===== src/rtl/disk_image_server_pkg.sv =====
// Shared definitions for the disk image server: request/response word layout,
// operation codes, controller states and SAM MGT geometry defaults.
package disk_pkg;

    localparam int DEF_SPT          = 10;
    localparam int DEF_TRACKS       = 80;
    localparam int DEF_SECTOR_BYTES = 512;
    localparam int DEF_BYTE_GAP     = 4;
    localparam int DEF_AW           = 21;

    typedef enum logic [1:0] {
        OP_IDLE  = 2'b00,
        OP_READ  = 2'b01,
        OP_WRITE = 2'b10,
        OP_RSVD  = 2'b11
    } op_t;

    // disk_sr fields
    localparam int SR_OP_HI  = 31;
    localparam int SR_OP_LO  = 30;
    localparam int SR_TOG    = 29;
    localparam int SR_DRIVE  = 28;
    localparam int SR_SIDE   = 27;
    localparam int SR_TRK_HI = 26;
    localparam int SR_TRK_LO = 20;
    localparam int SR_SEC_HI = 19;
    localparam int SR_SEC_LO = 12;

    // disk_cr fields
    localparam int CR_ACK    = 31;
    localparam int CR_ERR    = 30;
    localparam int CR_INS_HI = 29;
    localparam int CR_INS_LO = 28;

    typedef enum logic [3:0] {
        ST_IDLE,
        ST_CHECK,
        ST_CALC,
        ST_RD_MEM,
        ST_RD_PUSH,
        ST_RD_GAP,
        ST_WR_PULL,
        ST_WR_LATCH,
        ST_WR_MEM,
        ST_WR_GAP,
        ST_DONE
    } state_t;

endpackage


===== src/rtl/disk_image_server_if.sv =====
// Byte-wide request/acknowledge bus to the disk image store.
// master = the server, slave = the memory side.
interface disk_image_server_if #(
    parameter int AW = disk_pkg::DEF_AW
);
    logic [AW-1:0] mem_addr;
    logic          mem_rd;
    logic          mem_wr;
    logic [7:0]    mem_dout;
    logic [7:0]    mem_din;
    logic          mem_ack;

    modport master (
        output mem_addr, mem_rd, mem_wr, mem_dout,
        input  mem_din, mem_ack
    );

    modport slave (
        input  mem_addr, mem_rd, mem_wr, mem_dout,
        output mem_din, mem_ack
    );
endinterface


===== src/rtl/disk_lba_calc.sv =====
// Sector base address: drive*(2*TRACKS*SPT) + (track*2+side)*SPT + sector-1,
// scaled to bytes. Two registered stages, valid pulses 2 cycles after start.
// sector is assumed already range-checked (>= 1).
module disk_lba_calc
    import disk_pkg::*;
#(
    parameter int SPT          = DEF_SPT,
    parameter int TRACKS       = DEF_TRACKS,
    parameter int SECTOR_BYTES = DEF_SECTOR_BYTES,
    parameter int AW           = DEF_AW
) (
    input  logic          clk24,
    input  logic          rstn,
    input  logic          start,
    input  logic          drive,
    input  logic          side,
    input  logic [6:0]    track,
    input  logic [7:0]    sector,
    output logic [AW-1:0] base,
    output logic          valid
);
    localparam logic [AW-1:0] DRIVE_SECTORS = AW'(2 * TRACKS * SPT);
    localparam logic [AW-1:0] SPT_W         = AW'(SPT);
    localparam int            SHIFT         = $clog2(SECTOR_BYTES);

    logic [AW-1:0] drive_off;
    logic [AW-1:0] trk_sec;
    logic [AW-1:0] sec_idx;
    logic          stage_v;

    // stage 1: per-term products, captured only on start so base stays put
    always_ff @(posedge clk24 or negedge rstn) begin
        if (!rstn) begin
            drive_off <= '0;
            trk_sec   <= '0;
            sec_idx   <= '0;
            stage_v   <= 1'b0;
        end else begin
            stage_v <= start;
            if (start) begin
                drive_off <= drive ? DRIVE_SECTORS : '0;
                trk_sec   <= AW'({track, side}) * SPT_W;
                sec_idx   <= AW'(sector) - AW'(1);
            end
        end
    end

    // stage 2: sum and scale to a byte address
    always_ff @(posedge clk24 or negedge rstn) begin
        if (!rstn) begin
            base  <= '0;
            valid <= 1'b0;
        end else begin
            valid <= stage_v;
            if (stage_v) begin
                base <= (drive_off + trk_sec + sec_idx) << SHIFT;
            end
        end
    end
endmodule


===== src/rtl/disk_image_server.sv =====
// Serves drive sector requests from a flat disk image in external memory.
//
//  state       | meaning
//  ------------+--------------------------------------------------------
//  ST_IDLE     | wait for disk_sr toggle != ack toggle, latch request
//  ST_CHECK    | validate sector/track/insertion
//  ST_CALC     | wait for base address from disk_lba_calc
//  ST_RD_MEM   | mem_rd held until mem_ack
//  ST_RD_PUSH  | disk_data_clkin high with fetched byte
//  ST_RD_GAP   | hold off until byte gap expires, loop or finish
//  ST_WR_PULL  | disk_data_clkout high
//  ST_WR_LATCH | sample disk_data_out, launch mem_wr
//  ST_WR_MEM   | mem_wr held until mem_ack
//  ST_WR_GAP   | hold off until byte gap expires, loop or finish
//  ST_DONE     | publish error and ack toggle together
module disk_image_server
    import disk_pkg::*;
#(
    parameter int SPT          = DEF_SPT,
    parameter int TRACKS       = DEF_TRACKS,
    parameter int SECTOR_BYTES = DEF_SECTOR_BYTES,
    parameter int BYTE_GAP     = DEF_BYTE_GAP,
    parameter int AW           = DEF_AW
) (
    input  logic                 clk24,
    input  logic                 rstn,
    input  logic [31:0]          disk_sr,
    output logic [31:0]          disk_cr,
    output logic [7:0]           disk_data_in,
    output logic                 disk_data_clkin,
    input  logic [7:0]           disk_data_out,
    output logic                 disk_data_clkout,
    input  logic [1:0]           disk_inserted,
    disk_image_server_if.master  mem
);
    localparam int            CW       = $clog2(SECTOR_BYTES) + 1;
    localparam int            GW       = $clog2(BYTE_GAP) + 1;
    localparam logic [CW-1:0] LAST_CNT = CW'(SECTOR_BYTES);
    localparam logic [GW-1:0] GAP_LOAD = GW'(BYTE_GAP - 1);

    state_t        state;
    op_t           op_q;
    logic          tog_q;
    logic          drive_q;
    logic          side_q;
    logic [6:0]    track_q;
    logic [7:0]    sector_q;
    logic          err_q;
    logic          ack_tog;
    logic          cr_err;
    logic [1:0]    ins_q;
    logic [CW-1:0] count;
    logic [GW-1:0] gap_cnt;
    logic          calc_start;
    logic [AW-1:0] lba_base;
    logic          lba_valid;
    logic [AW-1:0] mem_addr_q;
    logic          mem_rd_q;
    logic          mem_wr_q;
    logic [7:0]    mem_dout_q;
    logic          bad_req;
    logic          unused_sr;

    assign unused_sr = ^disk_sr[SR_SEC_LO-1:0];

    assign disk_cr = {ack_tog, cr_err, ins_q, 28'h0};

    assign mem.mem_addr = mem_addr_q;
    assign mem.mem_rd   = mem_rd_q;
    assign mem.mem_wr   = mem_wr_q;
    assign mem.mem_dout = mem_dout_q;

    // request validity, evaluated on the latched fields
    always_comb begin
        bad_req = (sector_q == 8'd0)
               || (sector_q > 8'(SPT))
               || ({1'b0, track_q} >= 8'(TRACKS))
               || !disk_inserted[drive_q];
    end

    disk_lba_calc #(
        .SPT          (SPT),
        .TRACKS       (TRACKS),
        .SECTOR_BYTES (SECTOR_BYTES),
        .AW           (AW)
    ) u_lba (
        .clk24  (clk24),
        .rstn   (rstn),
        .start  (calc_start),
        .drive  (drive_q),
        .side   (side_q),
        .track  (track_q),
        .sector (sector_q),
        .base   (lba_base),
        .valid  (lba_valid)
    );

    // insertion mask mirrored into the response word every cycle
    always_ff @(posedge clk24 or negedge rstn) begin
        if (!rstn) begin
            ins_q <= 2'b00;
        end else begin
            ins_q <= disk_inserted;
        end
    end

    // request sequencer; gap timer is loaded on every drive-side strobe
    always_ff @(posedge clk24 or negedge rstn) begin
        if (!rstn) begin
            state            <= ST_IDLE;
            op_q             <= OP_IDLE;
            tog_q            <= 1'b0;
            drive_q          <= 1'b0;
            side_q           <= 1'b0;
            track_q          <= '0;
            sector_q         <= '0;
            err_q            <= 1'b0;
            ack_tog          <= 1'b0;
            cr_err           <= 1'b0;
            count            <= '0;
            gap_cnt          <= '0;
            calc_start       <= 1'b0;
            mem_addr_q       <= '0;
            mem_rd_q         <= 1'b0;
            mem_wr_q         <= 1'b0;
            mem_dout_q       <= '0;
            disk_data_in     <= '0;
            disk_data_clkin  <= 1'b0;
            disk_data_clkout <= 1'b0;
        end else begin
            calc_start <= 1'b0;
            if (gap_cnt != '0) begin
                gap_cnt <= gap_cnt - 1'b1;
            end
            case (state)
                ST_IDLE: begin
                    if (disk_sr[SR_TOG] != ack_tog) begin
                        tog_q    <= disk_sr[SR_TOG];
                        op_q     <= op_t'(disk_sr[SR_OP_HI:SR_OP_LO]);
                        drive_q  <= disk_sr[SR_DRIVE];
                        side_q   <= disk_sr[SR_SIDE];
                        track_q  <= disk_sr[SR_TRK_HI:SR_TRK_LO];
                        sector_q <= disk_sr[SR_SEC_HI:SR_SEC_LO];
                        err_q    <= 1'b0;
                        if (disk_sr[SR_OP_HI:SR_OP_LO] == OP_READ ||
                            disk_sr[SR_OP_HI:SR_OP_LO] == OP_WRITE) begin
                            state <= ST_CHECK;
                        end else begin
                            state <= ST_DONE;
                        end
                    end
                end
                ST_CHECK: begin
                    if (bad_req) begin
                        err_q <= 1'b1;
                        state <= ST_DONE;
                    end else begin
                        calc_start <= 1'b1;
                        count      <= '0;
                        state      <= ST_CALC;
                    end
                end
                ST_CALC: begin
                    if (lba_valid) begin
                        if (op_q == OP_READ) begin
                            mem_addr_q <= lba_base;
                            mem_rd_q   <= 1'b1;
                            state      <= ST_RD_MEM;
                        end else begin
                            disk_data_clkout <= 1'b1;
                            gap_cnt          <= GAP_LOAD;
                            state            <= ST_WR_PULL;
                        end
                    end
                end
                ST_RD_MEM: begin
                    if (mem.mem_ack) begin
                        mem_rd_q        <= 1'b0;
                        disk_data_in    <= mem.mem_din;
                        disk_data_clkin <= 1'b1;
                        gap_cnt         <= GAP_LOAD;
                        state           <= ST_RD_PUSH;
                    end
                end
                ST_RD_PUSH: begin
                    disk_data_clkin <= 1'b0;
                    count           <= count + 1'b1;
                    state           <= ST_RD_GAP;
                end
                ST_RD_GAP: begin
                    if (gap_cnt == '0) begin
                        if (count == LAST_CNT) begin
                            state <= ST_DONE;
                        end else begin
                            mem_addr_q <= lba_base + AW'(count);
                            mem_rd_q   <= 1'b1;
                            state      <= ST_RD_MEM;
                        end
                    end
                end
                ST_WR_PULL: begin
                    disk_data_clkout <= 1'b0;
                    state            <= ST_WR_LATCH;
                end
                ST_WR_LATCH: begin
                    mem_dout_q <= disk_data_out;
                    mem_addr_q <= lba_base + AW'(count);
                    mem_wr_q   <= 1'b1;
                    state      <= ST_WR_MEM;
                end
                ST_WR_MEM: begin
                    if (mem.mem_ack) begin
                        mem_wr_q <= 1'b0;
                        count    <= count + 1'b1;
                        state    <= ST_WR_GAP;
                    end
                end
                ST_WR_GAP: begin
                    if (gap_cnt == '0) begin
                        if (count == LAST_CNT) begin
                            state <= ST_DONE;
                        end else begin
                            disk_data_clkout <= 1'b1;
                            gap_cnt          <= GAP_LOAD;
                            state            <= ST_WR_PULL;
                        end
                    end
                end
                ST_DONE: begin
                    cr_err  <= err_q;
                    ack_tog <= tog_q;
                    state   <= ST_IDLE;
                end
                default: begin
                    state <= ST_IDLE;
                end
            endcase
        end
    end
endmodule


===== src/flat_wrapper.sv =====
// flat-port wrapper written by rule: the top's interface ports become plain ports
module disk_image_server_flat import disk_pkg::*;
#(
    parameter int SPT          = DEF_SPT,
    parameter int TRACKS       = DEF_TRACKS,
    parameter int SECTOR_BYTES = DEF_SECTOR_BYTES,
    parameter int BYTE_GAP     = DEF_BYTE_GAP,
    parameter int AW           = DEF_AW
)
  (clk24, rstn, disk_sr, disk_cr, disk_data_in, disk_data_clkin, disk_data_out, disk_data_clkout, disk_inserted, mem_mem_addr, mem_mem_rd, mem_mem_wr, mem_mem_dout, mem_mem_din, mem_mem_ack);
  disk_image_server_if #(.AW(AW)) mem_i ();
  input  logic clk24;
  input  logic rstn;
  input  logic [31:0] disk_sr;
  output logic [31:0] disk_cr;
  output logic [7:0] disk_data_in;
  output logic disk_data_clkin;
  input  logic [7:0] disk_data_out;
  output logic disk_data_clkout;
  input  logic [1:0] disk_inserted;
  output wire logic [$bits(mem_i.mem_addr)-1:0] mem_mem_addr;
  output wire logic [$bits(mem_i.mem_rd)-1:0] mem_mem_rd;
  output wire logic [$bits(mem_i.mem_wr)-1:0] mem_mem_wr;
  output wire logic [$bits(mem_i.mem_dout)-1:0] mem_mem_dout;
  input wire logic [$bits(mem_i.mem_din)-1:0] mem_mem_din;
  input wire logic [$bits(mem_i.mem_ack)-1:0] mem_mem_ack;
  assign mem_mem_addr = mem_i.mem_addr;
  assign mem_mem_rd = mem_i.mem_rd;
  assign mem_mem_wr = mem_i.mem_wr;
  assign mem_mem_dout = mem_i.mem_dout;
  assign mem_i.mem_din = mem_mem_din;
  assign mem_i.mem_ack = mem_mem_ack;
  disk_image_server #(.SPT(SPT), .TRACKS(TRACKS), .SECTOR_BYTES(SECTOR_BYTES), .BYTE_GAP(BYTE_GAP), .AW(AW)) u_core (.clk24(clk24), .rstn(rstn), .disk_sr(disk_sr), .disk_cr(disk_cr), .disk_data_in(disk_data_in), .disk_data_clkin(disk_data_clkin), .disk_data_out(disk_data_out), .disk_data_clkout(disk_data_clkout), .disk_inserted(disk_inserted), .mem(mem_i));
endmodule

===== config.mk =====
export PLATFORM = sky130hd
export DESIGN_NAME = disk_image_server_flat
export DESIGN_NICKNAME = d
export VERILOG_FILES = /design/src/rtl/disk_image_server_pkg.sv /design/src/rtl/disk_image_server_if.sv /design/src/rtl/disk_lba_calc.sv /design/src/rtl/disk_image_server.sv /design/src/flat_wrapper.sv
export SDC_FILE = /design/constraint.sdc
export NUM_CORES = 1
export LEC_CHECK = 0
export BUFFER_PORTS_ARGS = -buffer_cell sky130_fd_sc_hd__buf_2
export CAP_MARGIN = 5
export CORE_MARGIN = 3
export CORE_UTILIZATION = 56
export DETAILED_ROUTE_END_ITERATION = 16
export GPL_TIMING_DRIVEN = 0
export PLACE_DENSITY_LB_ADDON = 0.05
export SLEW_MARGIN = 20
export SYNTH_ARGS = -nofsm -noshare
export SYNTH_HDL_FRONTEND = slang
export SYNTH_SLANG_ARGS = --single-unit
export TNS_END_PERCENT = 1

===== constraint.sdc =====
create_clock -name clk24 -period 3.34 [get_ports clk24]
set_clock_uncertainty 0.15 [all_clocks]
set_input_delay 0.334 -clock clk24 [delete_from_list [all_inputs] [get_ports clk24]]
set_output_delay 0.334 -clock clk24 [all_outputs]
set_load 0.01 [all_outputs]

Word level (Yosys, flattened, before mapping)
Cells that the tools add are included. Widths: inputs -> output; s select.

Input port bits: 53. Output and inout bits: 73. Flip-flop bits (word level): 129. Logic and storage cells: 137.

$lt $le $gt $ge: 3. $add $sub $neg: 6. Multiplexer cells: 47. $mul: 1. Eq/ne operators: 27. Reductions and logical operators: 26.

Operators by type and width (number): $mux 21 (4); $pmux 21 s3 (1); $mux 4 (10); $pmux 4 s10 (1); $pmux 10 s3 (1); $add 21x10->21 (1); $mux 3 (7); $mux 10 (2); $eq 4x3->1 const B (4); $reduce_bool 3->1 (5); $mux 1 (14); $ne 2x2->1 const B (7); $add 11x12->12 (1); $add 12x12->12 (1); $eq 4x4->1 const B (3); $reduce_and 6->1 (2); $mul 8x3->11 const B (1); $mux 11 (1); $add 10x1->10 const B (1); $eq 10x10->1 const B (1); $ne 2x1->1 const B (5); $reduce_and 5->1 (2); $pmux 3 s3 (1); $sub 8x1->9 const B (1); 19 further kinds (33).

Depth between registers and ports, before layout
Depth in word-level cells: 6. Gate-level depth with buffers: 9. Gate-level depth less buffers: 9.

Modules after synthesis
Synthesis repeated with hierarchy kept, for this count alone.

Cells, all modules: 773. Area total of the unflattened synthesis: 7343.3 um2.

Modules (own cells, without submodules): disk_image_server (seq. area each 2102.0 um2, area each 4829.6 um2, times used 1, cells each 522); disk_lba_calc (seq. area each 875.8 um2, area each 2513.7 um2, times used 1, cells each 251).

Least setup slack after synthesis
Ideal clock, no wire load.

Kind: register to register. Start: reg u_core.u_lba.trk_sec[2]. End: reg u_core.u_lba.base[19]. Data arrival time: 2.515 ns. Period minus slack after synthesis: 2.786 ns. Stages on the path, launching flop included: 9. Required time: 3.070 ns. Buffers on the path: 0. Path slack: 0.554 ns. Setup time: 0.120 ns. Path through: dfrtp_1 -> ha_1 -> ha_1 -> fa_1 -> a21o_1 -> a21o_1 -> and3_1 -> or4_1 -> a31o_2.

Longest elaborated chain between the ends: 2.

Ends and longest elaborated chain: start: declaration (RTL line disk_lba_calc.sv:27) `logic [AW-1:0] trk_sec;`; start signal: assignment (RTL line disk_lba_calc.sv:42) `trk_sec <= AW'({track, side}) * SPT_W;`; $add 11x12->12 (RTL line disk_lba_calc.sv:56) `base <= (drive_off + trk_sec + sec_idx) << SHIFT;`; $add 12x12->12 (RTL line disk_lba_calc.sv:56); end signal: assignment (RTL line disk_lba_calc.sv:56); end: declaration (RTL line disk_lba_calc.sv:19) `output logic [AW-1:0] base,`.

Every way passes these cells. A chain may end at the register's enable or synchronous reset.

Final worst setup path
Same ends and word-level chain as after synthesis.

==> results.tsv <==
stage	metric	value	unit
grt	gr ovfl total	0	
job	maxcap violations	0	
yosys	Cell Area, Synth	6580	um^2
finish	area grow syn2layout	25.00	%
critical_path	Startpoint Class	flip-flop	
detailed_routing	1st-pass router iterations	5	
yosys	number of distinct library cells after synthesis	63	
placed_design	IO buf count	85	
finish	Fillers	774	
yosys	Async SR Flop Fraction	100.0	%
floorplan	site row count	38	
yosys	Cells after Synth	595	
worst_hold_path	worst hold endpoint	u_core.sector_q[4]	
yosys	Synth Flop Type	dfrtp_1	
finish	share of layout cells above drive strength 1	29.56	%
status	status	finished clean	
finish	Post-Layout Cell Count	908	
cts	Clock Sinks	119	
detailed_routing	DR DRC count	0	
critical_path	worst path required time	3.49	ns
worst_hold_path	hold path depth	2	
critical_path	R2R depth	8	
cts	TritonCTS Buffers	17	
grt	vias in the first global route	4961	
cts	hold-fix buffers at CTS	28	
yosys	sequential fraction of the synthesis area	45.26	%
floorplan	die span in x	114.4	um
critical_path	Worst Setup End Kind	flip-flop	
pwr	VDD IR max	769.5	uV
sta	RSZ-0062 raised after global routing	no	
grt	first-pass GRT wire length	24.10	mm
placed_design	Placed Cells	848	
yosys	Synth Warn #	0	
detailed_routing	Vias/cell	5.533	
cts	Reg clk slew, reported paths	0.06	ns
sta	worst slew pin tran	0.9446	ns
placed_design	HPWL after DPL	10.38	mm
yosys	mean area per synthesized cell	11.06	um^2
yosys	area leader, netlist	dfrtp_1	
critical_path	r2r setup slk	0.38	ns
sta	final setup TNS	0	ns
critical_path	WS Path Type	flip-flop to flip-flop	
yosys	number of synthesized register bits	119	
detailed_routing	Routed Antenna Nets	0	
detailed_routing	initial detailed-routing violation count	303	
grt	largest net degree at the start of global routing	67	
cts	clk buf depth	2	
finish	area occupied by multi-input gates	3281	um^2
sta	minimum clock period	2.960	ns
cts	Root Driver	clkbuf_16	
placed_design	routability cong.	0.8325	
critical_path	Reg-to-Reg Start	u_core.u_lba.trk_sec[2]	
sta	final hold vios	0	
yosys	area fraction of the dominant cell type after synthesis	45.26	%
sta	# setup viols final	0	
pwr	P_leak	4.120	nW
finish	antenna fix cells	0	
sta	Pins Over Slew Limit	0	
worst_hold_path	hold path start	disk_sr[16]	
finish	Sequential Area	2978	um^2
critical_path	Arrival @ worst endpoint	3.11	ns
floorplan	CORE AREA	11170	um^2
grt	initial antenna violation count	0	
detailed_routing	wire per inst	16.14	um
floorplan	I/O Pins	126	
critical_path	r2r endpoint	u_core.u_lba.base[19]	
cts	Setup Fix Bufs, Post-CTS	0	
floorplan	starting density of the core	58.89	%
cts	CTS tree	yes	
cts	post-CTS sizing	0	
yosys	number of synthesized flops with an enable pin	0	
critical_path	Critical Path Fanout Max	3	
worst_hold_path	HP Class	input pin to flip-flop	
floorplan	Die Area	13090	um^2
grt	Total Routing Usage GR	23.50	%
detailed_routing	Via Count	5024	
cts	# H-tree levels	4	
sta	fmax	0.3378	GHz
floorplan	chip height	114.4	um
detailed_routing	Total Wirelength	14.66	mm
cts	clk_lat worst skew	0.41	ns
sta	slew margin rel.	36.45	%
finish	final net count	850	
sta	Final period util	88.63	%
pwr	P per Cell Area	906.4	nW/um^2
yosys	top cells by area, synth	dfrtp_1 (45%), mux2_2 (9.2%), ha_1 (7.0%)	
==> cell families after synthesis <==
kind of cell / Yosys count / share of synthesized area (%)
adder cells (fa/ha/maj): 42 / 8.557
buffers and inverters: 76 / 6.427
AND/OR/NAND/NOR: 152 / 12.27
other: 1 / 0.05699
AO/OA/AOI/OAI: 111 / 11.81
XOR/XNOR: 25 / 3.328
multiplexers: 69 / 12.30
flip-flops: 119 / 45.26
==> flip-flops by register name, indices dropped and copies added (netlist names), 2 cells and up <==
name and count:
u_core.state 4, u_core.u_lba.trk_sec 11, u_core.u_lba.sec_idx 9, u_core.gap_cnt 3, u_core.mem.mem_addr 21, u_core.track_q 7, u_core.mem.mem_dout 8, u_core.sector_q 8
u_core.disk_data_in 8, u_core.count 10, u_core.u_lba.base 12, u_core.ins_q 2, u_core.op_q 2
==> where the power goes <==
part | switching (mW) | total [mW] | leakage (nW) | internal (mW)
clock network | 0.669 | 1.92 | 0.295 | 1.25
registers | 0.439 | 2.42 | 1.53 | 1.98
logic | 1.65 | 3.12 | 2.30 | 1.47
==> how the worst max path moves through the flow <==
stage / depth (start not counted) / startpoint / endpoint
after floorplan: 8 / u_core.u_lba.trk_sec[2] / u_core.u_lba.base[19]
after global placement: 1 / rstn / u_core.mem.mem_dout[2]
after detailed placement: 8 / u_core.u_lba.trk_sec[2] / u_core.u_lba.base[19]
after CTS: 8 / u_core.u_lba.trk_sec[2] / u_core.u_lba.base[19]
after global routing: 8 / u_core.u_lba.trk_sec[2] / u_core.u_lba.base[19]
final: 8 / u_core.u_lba.trk_sec[2] / u_core.u_lba.base[19]
==> critical path: stages (launching register included) <==
cell and delay (ns):
dfrtp_1 0.41, ha_1 0.31, ha_1 0.24, fa_1 0.41
a21o_1 0.19, a21o_1 0.21, and3_1 0.21, or4_1 0.46
a31o_2 0.25
==> layout make-up <==
type / instances / area share (%)
timing repair buffer: 114 / 8.990
buffer: 51 / 4.001
sequential: 119 / 36.20
clock buffer: 17 / 5.172
tap: 140 / 2.130
multi-input combinational: 427 / 39.88
inverter: 25 / 1.141
clock inverter: 15 / 2.479
==> per-layer routing <==
metal  track usage (%)  vias to the layer above  share of wire (%)
met5                 0                        -                  0
met4             7.759                        0                1.5
met3             5.233                       18                4.9
met2             39.15                      137                 49
met1             30.45                     2429                 44
li1                  -                     2440                  -
==> placed cells by master (no fill, tap or decap), types with 4 or more instances in the layout <==
cell type	netlist	final
nor3_1	15	15
nor2b_1	6	6
nor3b_1	4	4
a31oi_1	7	7
clkinv_4	0	4
xnor2_1	19	19
nand3_1	16	16
dfrtp_1	119	119
dlygate4sd3_1	0	28
clkinvlp_4	0	4
mux2i_1	4	4
nand2b_1	5	5
nand4_1	6	6
clkbuf_16	0	17
ha_1	37	37
buf_4	30	30
nor2_1	28	28
bufinv_16	0	4
a21oi_1	20	20
a221o_1	8	8
inv_1	24	24
a22o_1	12	12
and3_1	11	11
o21ai_0	20	20
mux2_2	54	54
nor4_1	5	5
o31ai_1	8	8
nand2_1	32	32
a21o_1	8	8
buf_2	7	91
xor2_1	6	6
conb_1	1	28
a211o_1	4	4
fa_1	5	5
clkbuf_1	10	10
mux2_4	10	10
==> through the flow <==
stage / setup slack (ns) / hold WS (ns) / util, % / instance area (um^2) / total power, mW
2_1_floorplan: 0.5544 / -0.1116 / - / 6681 / 4.593
3_3_place_gp: 0.3810 / 0.2475 / 65.17 / 7282 / 5.355
3_5_place_dp: 0.4005 / 0.1663 / 65.48 / 7316 / 5.478
4_1_cts: 0.3920 / 0.00008354 / 73.62 / 8225 / 7.470
5_1_grt: 0.3039 / 0.001810 / 73.62 / 8225 / 8.002
6_report: 0.3799 / 0.01045 / 73.62 / 8225 / 7.456
==> cell usage after synthesis (4+ instances only) <==
cell type  count
dfrtp_1      119
mux2_2        54
ha_1          37
nand2_1       32
buf_4         30
nor2_1        28
inv_1         24
a21oi_1       20
o21ai_0       20
xnor2_1       19
nand3_1       16
nor3_1        15
a22o_1        12
and3_1        11
clkbuf_1      10
mux2_4        10
a21o_1         8
a221o_1        8
o31ai_1        8
a31oi_1        7
buf_2          7
nand4_1        6
nor2b_1        6
xor2_1         6
fa_1           5
nand2b_1       5
nor4_1         5
a211o_1        4
mux2i_1        4
nor3b_1        4
No activity file was read; power rests on OpenSTA's default activity.
